===== src/rtl/rv32imf_obi_mem_arbiter.sv =====
`default_nettype none
// ============================================================================
// Module      : rv32imf_obi_mem_arbiter
// Description : Shares one OBI memory port between the fetch and load/store
//               masters, tracking response ownership in an in-order FIFO.
// Revision    : 1.0 - initial release
// ============================================================================
module rv32imf_obi_mem_arbiter #(
    parameter int MAX_OUTSTANDING = 2,
    parameter bit DATA_PRIO       = 1'b1
) (
    input  logic                                 clk,
    input  logic                                 rst,
    input  logic                                 instr_req_i,
    output logic                                 instr_gnt_o,
    input  logic [31:0]                          instr_addr_i,
    output logic                                 instr_rvalid_o,
    output logic [31:0]                          instr_rdata_o,
    output logic                                 instr_err_o,
    input  logic                                 data_req_i,
    output logic                                 data_gnt_o,
    input  logic [31:0]                          data_addr_i,
    input  logic                                 data_we_i,
    input  logic [3:0]                           data_be_i,
    input  logic [31:0]                          data_wdata_i,
    input  logic [5:0]                           data_atop_i,
    output logic                                 data_rvalid_o,
    output logic [31:0]                          data_rdata_o,
    output logic                                 data_err_o,
    output logic                                 mem_req_o,
    input  logic                                 mem_gnt_i,
    output logic [31:0]                          mem_addr_o,
    output logic                                 mem_we_o,
    output logic [3:0]                           mem_be_o,
    output logic [31:0]                          mem_wdata_o,
    output logic [5:0]                           mem_atop_o,
    input  logic                                 mem_rvalid_i,
    input  logic [31:0]                          mem_rdata_i,
    input  logic                                 mem_err_i,
    output logic [$clog2(MAX_OUTSTANDING+1)-1:0] outstanding_o,
    output logic                                 busy_o
);

    localparam int CW = $clog2(MAX_OUTSTANDING + 1);
    localparam int PW = (MAX_OUTSTANDING > 1) ? $clog2(MAX_OUTSTANDING) : 1;
    localparam logic [CW-1:0] c_cnt_max  = CW'(MAX_OUTSTANDING);
    localparam logic [PW-1:0] c_ptr_last = PW'(MAX_OUTSTANDING - 1);
    localparam logic          c_side_i   = 1'b0;
    localparam logic          c_side_d   = 1'b1;

    logic                       lock_q, lock_d;
    logic                       owner_q, owner_d;
    logic                       rr_last_q, rr_last_d;
    logic [MAX_OUTSTANDING-1:0] trk_q, trk_d;
    logic [PW-1:0]              wr_ptr_q, wr_ptr_d;
    logic [PW-1:0]              rd_ptr_q, rd_ptr_d;
    logic [CW-1:0]              cnt_q, cnt_d;

    logic w_sel;
    logic w_sel_req;
    logic w_grant;
    logic w_pop;
    logic w_head;
    logic w_unused_addr;

    function automatic logic [PW-1:0] ptr_inc(input logic [PW-1:0] p);
        return (p == c_ptr_last) ? '0 : p + PW'(1);
    endfunction

    assign w_unused_addr = ^instr_addr_i[1:0];

    // A stalled address phase keeps its owner so the presented request never changes before gnt.
    always_comb begin
        w_sel = c_side_i;
        if (lock_q) begin
            w_sel = owner_q;
        end else if (instr_req_i && data_req_i) begin
            w_sel = (DATA_PRIO != 1'b0) ? c_side_d : ~rr_last_q;
        end else begin
            w_sel = data_req_i;
        end
    end

    assign w_sel_req = w_sel ? data_req_i : instr_req_i;
    assign mem_req_o = !rst && w_sel_req && (cnt_q != c_cnt_max);
    assign w_grant   = mem_req_o && mem_gnt_i;

    assign mem_addr_o  = w_sel ? data_addr_i  : {instr_addr_i[31:2], 2'b00};
    assign mem_we_o    = w_sel && data_we_i;
    assign mem_be_o    = w_sel ? data_be_i    : 4'b1111;
    assign mem_wdata_o = w_sel ? data_wdata_i : 32'd0;
    assign mem_atop_o  = w_sel ? data_atop_i  : 6'd0;

    assign instr_gnt_o = w_grant && (w_sel == c_side_i);
    assign data_gnt_o  = w_grant && (w_sel == c_side_d);

    // Responses with nothing outstanding belong to no one and are discarded.
    assign w_pop          = !rst && mem_rvalid_i && (cnt_q != '0);
    assign w_head         = trk_q[rd_ptr_q];
    assign instr_rvalid_o = w_pop && (w_head == c_side_i);
    assign data_rvalid_o  = w_pop && (w_head == c_side_d);
    assign instr_rdata_o  = mem_rdata_i;
    assign data_rdata_o   = mem_rdata_i;
    assign instr_err_o    = mem_err_i;
    assign data_err_o     = mem_err_i;

    assign outstanding_o = rst ? '0 : cnt_q;
    assign busy_o        = !rst && ((cnt_q != '0) || mem_req_o);

    always_comb begin
        lock_d    = lock_q;
        owner_d   = owner_q;
        rr_last_d = rr_last_q;
        trk_d     = trk_q;
        wr_ptr_d  = wr_ptr_q;
        rd_ptr_d  = rd_ptr_q;
        cnt_d     = cnt_q;
        if (w_grant) begin
            lock_d          = 1'b0;
            rr_last_d       = w_sel;
            trk_d[wr_ptr_q] = w_sel;
            wr_ptr_d        = ptr_inc(wr_ptr_q);
        end else if (mem_req_o) begin
            lock_d  = 1'b1;
            owner_d = w_sel;
        end
        if (w_pop) begin
            rd_ptr_d = ptr_inc(rd_ptr_q);
        end
        if (w_grant && !w_pop) begin
            cnt_d = cnt_q + CW'(1);
        end else if (!w_grant && w_pop) begin
            cnt_d = cnt_q - CW'(1);
        end
    end

    always_ff @(posedge clk) begin
        if (rst) begin
            lock_q    <= 1'b0;
            owner_q   <= c_side_i;
            rr_last_q <= c_side_i;
            trk_q     <= '0;
            wr_ptr_q  <= '0;
            rd_ptr_q  <= '0;
            cnt_q     <= '0;
        end else begin
            lock_q    <= lock_d;
            owner_q   <= owner_d;
            rr_last_q <= rr_last_d;
            trk_q     <= trk_d;
            wr_ptr_q  <= wr_ptr_d;
            rd_ptr_q  <= rd_ptr_d;
            cnt_q     <= cnt_d;
        end
    end

endmodule
`default_nettype wire


===== config.mk =====
export PLATFORM = sky130hd
export DESIGN_NAME = rv32imf_obi_mem_arbiter
export DESIGN_NICKNAME = d
export VERILOG_FILES = /design/src/rtl/rv32imf_obi_mem_arbiter.sv
export SDC_FILE = /design/constraint.sdc
export NUM_CORES = 1
export LEC_CHECK = 0
export BUFFER_PORTS_ARGS = -buffer_cell sky130_fd_sc_hd__buf_2
export CAP_MARGIN = 20
export CORE_AREA = 4 4 112 114
export CTS_CLUSTER_DIAMETER = 150
export DETAILED_ROUTE_END_ITERATION = 7
export DIE_AREA = 0 0 116 118
export PLACE_DENSITY = 0.55
export SLEW_MARGIN = 40
export SYNTH_ARGS = -nofsm -noshare
export SYNTH_HDL_FRONTEND = slang
export SYNTH_SLANG_ARGS = --single-unit

===== constraint.sdc =====
create_clock -name clk -period 2.7 [get_ports clk]
set_clock_uncertainty 0.05 [all_clocks]
set_input_delay 0.54 -clock clk [delete_from_list [all_inputs] [get_ports clk]]
set_output_delay 0.54 -clock clk [all_outputs]
set_load 0.03 [all_outputs]

# --- Word-level counts from Yosys, hierarchy flattened ---
# Cells that the tools add are included.
word_totals:
  out_inout_bits: 149
  reg_bits: 8
  elab_cells: 57
classes:
  reduce_logical: 23
  n_eq_ne: 1
  n_addsub: 4
  bitwise_logic: 3
  mux: 17
  magnitude_cmp: 3
ops:
  columns: ["op", "count"]
  rows:
  - ["$mux W32", 2]
  - ["$logic_and A1 B1 Y1", 15]
  - ["$mux W1", 8]
  - ["$mux W2", 3]
  - ["$mux W6", 1]
  - ["$lt A1 B2 Y1 const B", 2]
  - ["$mux W4", 1]
  - ["$reduce_bool A2 Y1", 2]
  - ["$logic_not A1 Y1", 3]
  - ["$not A1 Y1", 3]
  - ["$add A1 B1 Y1 const B", 2]
  - ["$add A2 B1 Y2 const B", 1]
  - ["$bwmux W2", 1]
  - ["$ne A2 B2 Y1 const B", 1]
  - ["$reduce_and A2 Y1", 1]
  - ["$reduce_or A2 Y1", 1]
  - ["$sub A2 B1 Y2 const B", 1]
  - ["$demux W1 S1", 1]
  - ["$ge A1 B1 Y1 const B", 1]
  - ["$logic_or A1 B1 Y1", 1]

# --- Longest topological paths before layout ---
logic_depth:
  depth_word: 11
  mapped_depth: 8

# --- Worst setup path after synthesis ---
# No wires, ideal clock.
synth_timing:
  kind: "in2out"
  from: "input port data_req_i"
  to: "output port mem_req_o"
  t_arrival_ns: 1.907
  path_stages: 4
  path_buffers: 1
  slack_ns: 0.203
  required_time_ns: 2.110
  path_cell_list: "mux2i_1 buf_2 mux2i_1 nor3_1"
synth_between:
  elab_chain_cells: 6
synth_lines:
  columns: ["item", "line", "text"]
  rows:
  - ["start, declared", "20", "input logic data_req_i,"]
  - ["$logic_and A1 B1 Y1", "77", "end else if (instr_req_i && data_req_i) begin"]
  - ["$mux W1", "77", null]
  - ["$mux W1", "75", "if (lock_q) begin"]
  - ["$mux W1 *", "84", "assign w_sel_req = w_sel ? data_req_i : instr_req_i;"]
  - ["$logic_and A1 B1 Y1 * (2 in a row)", "85", "assign mem_req_o = !rst && w_sel_req && (cnt_q != c_cnt_max);"]
  - ["end, declared", "30", "output logic mem_req_o,"]
# Mark *: on every way between the ends. The rest lies on a longest branch, timed or not.

# --- Final worst setup path ---
layout_timing:
  from: "register lock_q"
  to: "output port busy_o"
layout_between:
  elab_chain_cells: 6
layout_lines:
  columns: ["item", "line", "text"]
  rows:
  - ["start, declared", "51", "logic lock_q, lock_d;"]
  - ["start signal, assigned", "147", "lock_q <= lock_d;"]
  - ["$mux W1", "75", null]
  - ["$mux W1", "84", null]
  - ["$logic_and A1 B1 Y1 (2 in a row)", "85", null]
  - ["$logic_or A1 B1 Y1", "108", "assign busy_o = !rst && ((cnt_q != '0) || mem_req_o);"]
  - ["$logic_and A1 B1 Y1", "108", null]
  - ["end, declared", "41", "output logic busy_o"]
# No other way between the ends.

==> Flow_metrics.wiki <==
{| class="wikitable"
! Metric !! Value
|-
| Outcome || finished clean
|-
| Relative slew slack || 0.8084
|-
| Most common flop cell mapped by yosys || dfxtp_1
|-
| #FFs+latches synth || 8
|-
| HP Class || reg -> reg
|-
| Fin nets || 476
|-
| Post-synthesis sequential area ratio || 0.09969
|-
| Antenna Violating Nets Remaining || 0
|-
| Delay contributed by the slowest stage of the critical path || 0.46 ns
|-
| Clock edge transition at the registers on the reported setup and hold paths || 0.03 ns
|-
| Post-route minimum period || 2.432 ns
|-
| Count of flip-flops with a built-in enable after synthesis || 0
|-
| Grt ovf || 0
|-
| Worst reg-to-reg path cell count || 7
|-
| Part of the cycle the worst path needs || 0.9006
|-
| Highest net fanout along the worst path || 49
|-
| Area share of the largest cell type after synthesis || 0.3084
|-
| IO Port Bufs || 193
|-
| Max clock buf depth || 2
|-
| Unrepaired setup endpoints after global routing || no
|-
| Later-pin clock latency in the skew report || 0.23 ns
|-
| Count of endpoints failing setup in the final report || 0
|-
| Rows || 39
|-
| Ports || 295
|-
| Power per standard cell area || 472.5 nW/µm²
|-
| Die Y-Extent || 118 µm
|-
| Cell type group with the largest total delay on the critical path || multiplexers
|-
| Top routing layer in use || met5
|-
| Routed via count divided by cell count || 3.738
|-
| Sum of met2 wire segment lengths after detailed routing || 2.982 mm
|-
| Transition at the pin with the smallest max-transition slack || 0.2873 ns
|-
| Synthesized area per cell || 7.953 µm²
|-
| Antenna diodes || 0
|-
| Clock root buffer || clkbuf_16
|-
| Critical Path Sink || busy_o
|-
| Count of mapped cells out of synthesis || 202
|-
| YS warnings || 0
|-
| Largest net degree at the start of global routing || 50
|-
| Number of antenna violations at the first check in global routing || 2
|-
| Ranking of synthesized cells by area || buf_4, mux2_2, nor2b_1
|-
| Number of global-route vias before repair || 1717
|-
| Maximum clock frequency || 411.3 MHz
|-
| Commonest non-fill, non-tap cell in the layout || buf_2
|-
| Placed inst area || 2273 µm²
|-
| Hold Buf Count CTS || 0
|-
| Proportion of layout cells with a drive suffix above 1 || 0.7309
|-
| Total number of H-tree levels || 1
|-
| Effective utilization at floorplan || 0.1407
|-
| Static leakage || 1.256 nW
|-
| Critical path cell sequence || mux2i_4 -> buf_12 -> mux2i_1 -> a21oi_1 -> buf_2
|-
| DR WL/cell || 12.87 µm
|-
| Cell with the biggest individual delay on the critical path || dfxtp_1
|-
| IR drop worst, VDD || 186.1 µV
|-
| Placement-stage worst setup slack || 0.3818 ns
|-
| CTS buffer count || 3
|-
| Setup TNS || 0 ns
|-
| Placeable core region || 11420 µm²
|-
| Post-CTS Setup Bufs || 0
|-
| TritonCTS clock tree || done
|-
| Worst min-delay path startpoint || trk_q[0]$_SDFFE_PP0P_
|-
| Synth area leader || buf_4
|-
| Routed wl met3 || 952 µm
|-
| Final design area excluding fillers || 2349 µm²
|-
| GRT Util Overall || 0.07704
|-
| Number of cells on the critical path || 5
|-
| Synth async-reset ratio || 0
|-
| Buffers and inverters on the worst path || 2
|-
| Global placer's final weighted congestion || 0.7227
|-
| Layout-stage area growth over the synthesis result || 46.18%
|-
| DR vias || 1757
|-
| Mapped Nets || 349
|-
| TritonRoute pass-1 iters || 4
|-
| Max-cap violations || 0
|-
| Filler-free cell count of the finished design || 470
|-
| Mapped cell area || 1607 µm²
|-
| Required time at the endpoint of the critical path || 2.11 ns
|-
| Cell count after placement || 467
|-
| Global-route wire length before repair || 8.590 mm
|-
| Die area || 13690 µm²
|-
| Startpoint types || flop
|-
| Die X || 116 µm
|-
| Critical Path Sink Type || primary output
|-
| Reg2reg start || owner_q$_SDFFE_PP0P_
|-
| Fill cell count || 1257
|-
| Critical path launch point || lock_q$_SDFFE_PP0N_
|-
| Detailed router's first-iteration violation count || 27
|-
| Arrival time reported for the critical path endpoint || 1.84 ns
|-
| DRC Markers || 0
|-
| Wirelength, routed || 6.048 mm
|-
| WS Path Type || reg -> out
|-
| Worst-case register-to-register setup slack || 0.70 ns
|-
| Endpoint of the worst-slack reg-to-reg timing path || cnt_q[1]$_SDFFE_PP0P_
|-
| Sinks on the clock net || 8
|-
| Count of final max-slew check failures || 0
|-
| Minimum setup slack in the final design || 0.2684 ns
|-
| Leading cell types in the layout, fill and taps excluded || buf_2, nor2b_1, mux2_2
|-
| Count of different cell masters after synthesis || 23
|-
| Final count of hold timing violations || 0
|-
| Count of instances resized after the clock tree is built || 0
|-
| Metal-1 WL || 1.902 mm
|-
| Post-detailed-placement half-perimeter wirelength || 5.358 mm
|}
-- final cells by class --
class	count	area, µm²	area share
Timing Repair Buffer	197	1008	0.4294
Multi-Input combinational cell	116	914.6	0.3895
Tap cell	143	178.9	0.07619
Sequential cell	8	160.2	0.06819
Clock buffer	3	75.07	0.03197
Inverter	3	11.26	0.004795
-- sequential cells by signal, indices dropped and copies added, names as in the netlist --
signal,flops
cnt_q,2
trk_q,2
lock_q,1
owner_q,1
rd_ptr_q,1
wr_ptr_q,1
-- worst min-delay path by stage --
stage / end / slack [ns] / cells past startpoint
2_1_floorplan: cnt_q[1]$_SDFFE_PP0P_ / 0.43 / 2
3_3_place_gp: trk_q[0]$_SDFFE_PP0P_ / 0.46 / 2
3_5_place_dp: trk_q[0]$_SDFFE_PP0P_ / 0.47 / 2
4_1_cts: trk_q[0]$_SDFFE_PP0P_ / 0.47 / 2
5_1_grt: trk_q[1]$_SDFFE_PP0P_ / 0.51 / 2
6_report: trk_q[0]$_SDFFE_PP0P_ / 0.47 / 2
-- metrics by stage --
step                      hold slack [ns]  utilization  power [mW]
after floorplan                    0.4345            -      0.8211
after global placement             0.4568       0.1991      0.8701
after detailed placement           0.4655       0.1991      0.8780
after CTS                          0.4689       0.2057       1.125
after global routing               0.5146       0.2057       1.176
final                              0.4656       0.2057       1.110
-- report_power, final --
part           switching, mW  leakage, nW  internal, mW  total (mW)
combinational          0.435         1.15         0.274       0.709
sequential            0.0223       0.0658         0.137       0.160
clock                 0.0504       0.0370         0.190       0.241
total                  0.508         1.26         0.602        1.11
-- cells in the mapped netlist, types with 2 or more instances --
cell / number
buf_4: 66
mux2i_1: 4
nor2_1: 9
or2_2: 5
clkbuf_1: 6
mux2_2: 30
a21oi_1: 5
a311oi_1: 2
nor3_1: 3
buf_2: 3
inv_1: 3
nor2b_1: 45
xor2_1: 3
dfxtp_1: 8
o21ai_0: 2
-- tightest hold or removal path, stage by stage, from the launching register on --
cell,delay (ns)
dfxtp_1,0.30
a21oi_1,0.11
a311oi_1,0.05
-- metal layers --
metal / vias up / track usage
met1: 739 / 0.07579
met3: 23 / 0.02159
met2: 154 / 0.1450
met4: 2 / 0.03553
li1: 839 / -
met5: - / 0
-- kinds of logic after synthesis --
family / after synthesis / synth area share
simple gates: 66 / 0.2407
xor+xnor: 4 / 0.02181
buf+inv: 78 / 0.3388
flops: 8 / 0.09969
mux: 34 / 0.2352
compound gates: 11 / 0.05608
fa+ha+maj: 1 / 0.007787
(Power assumes the default switching activity.)
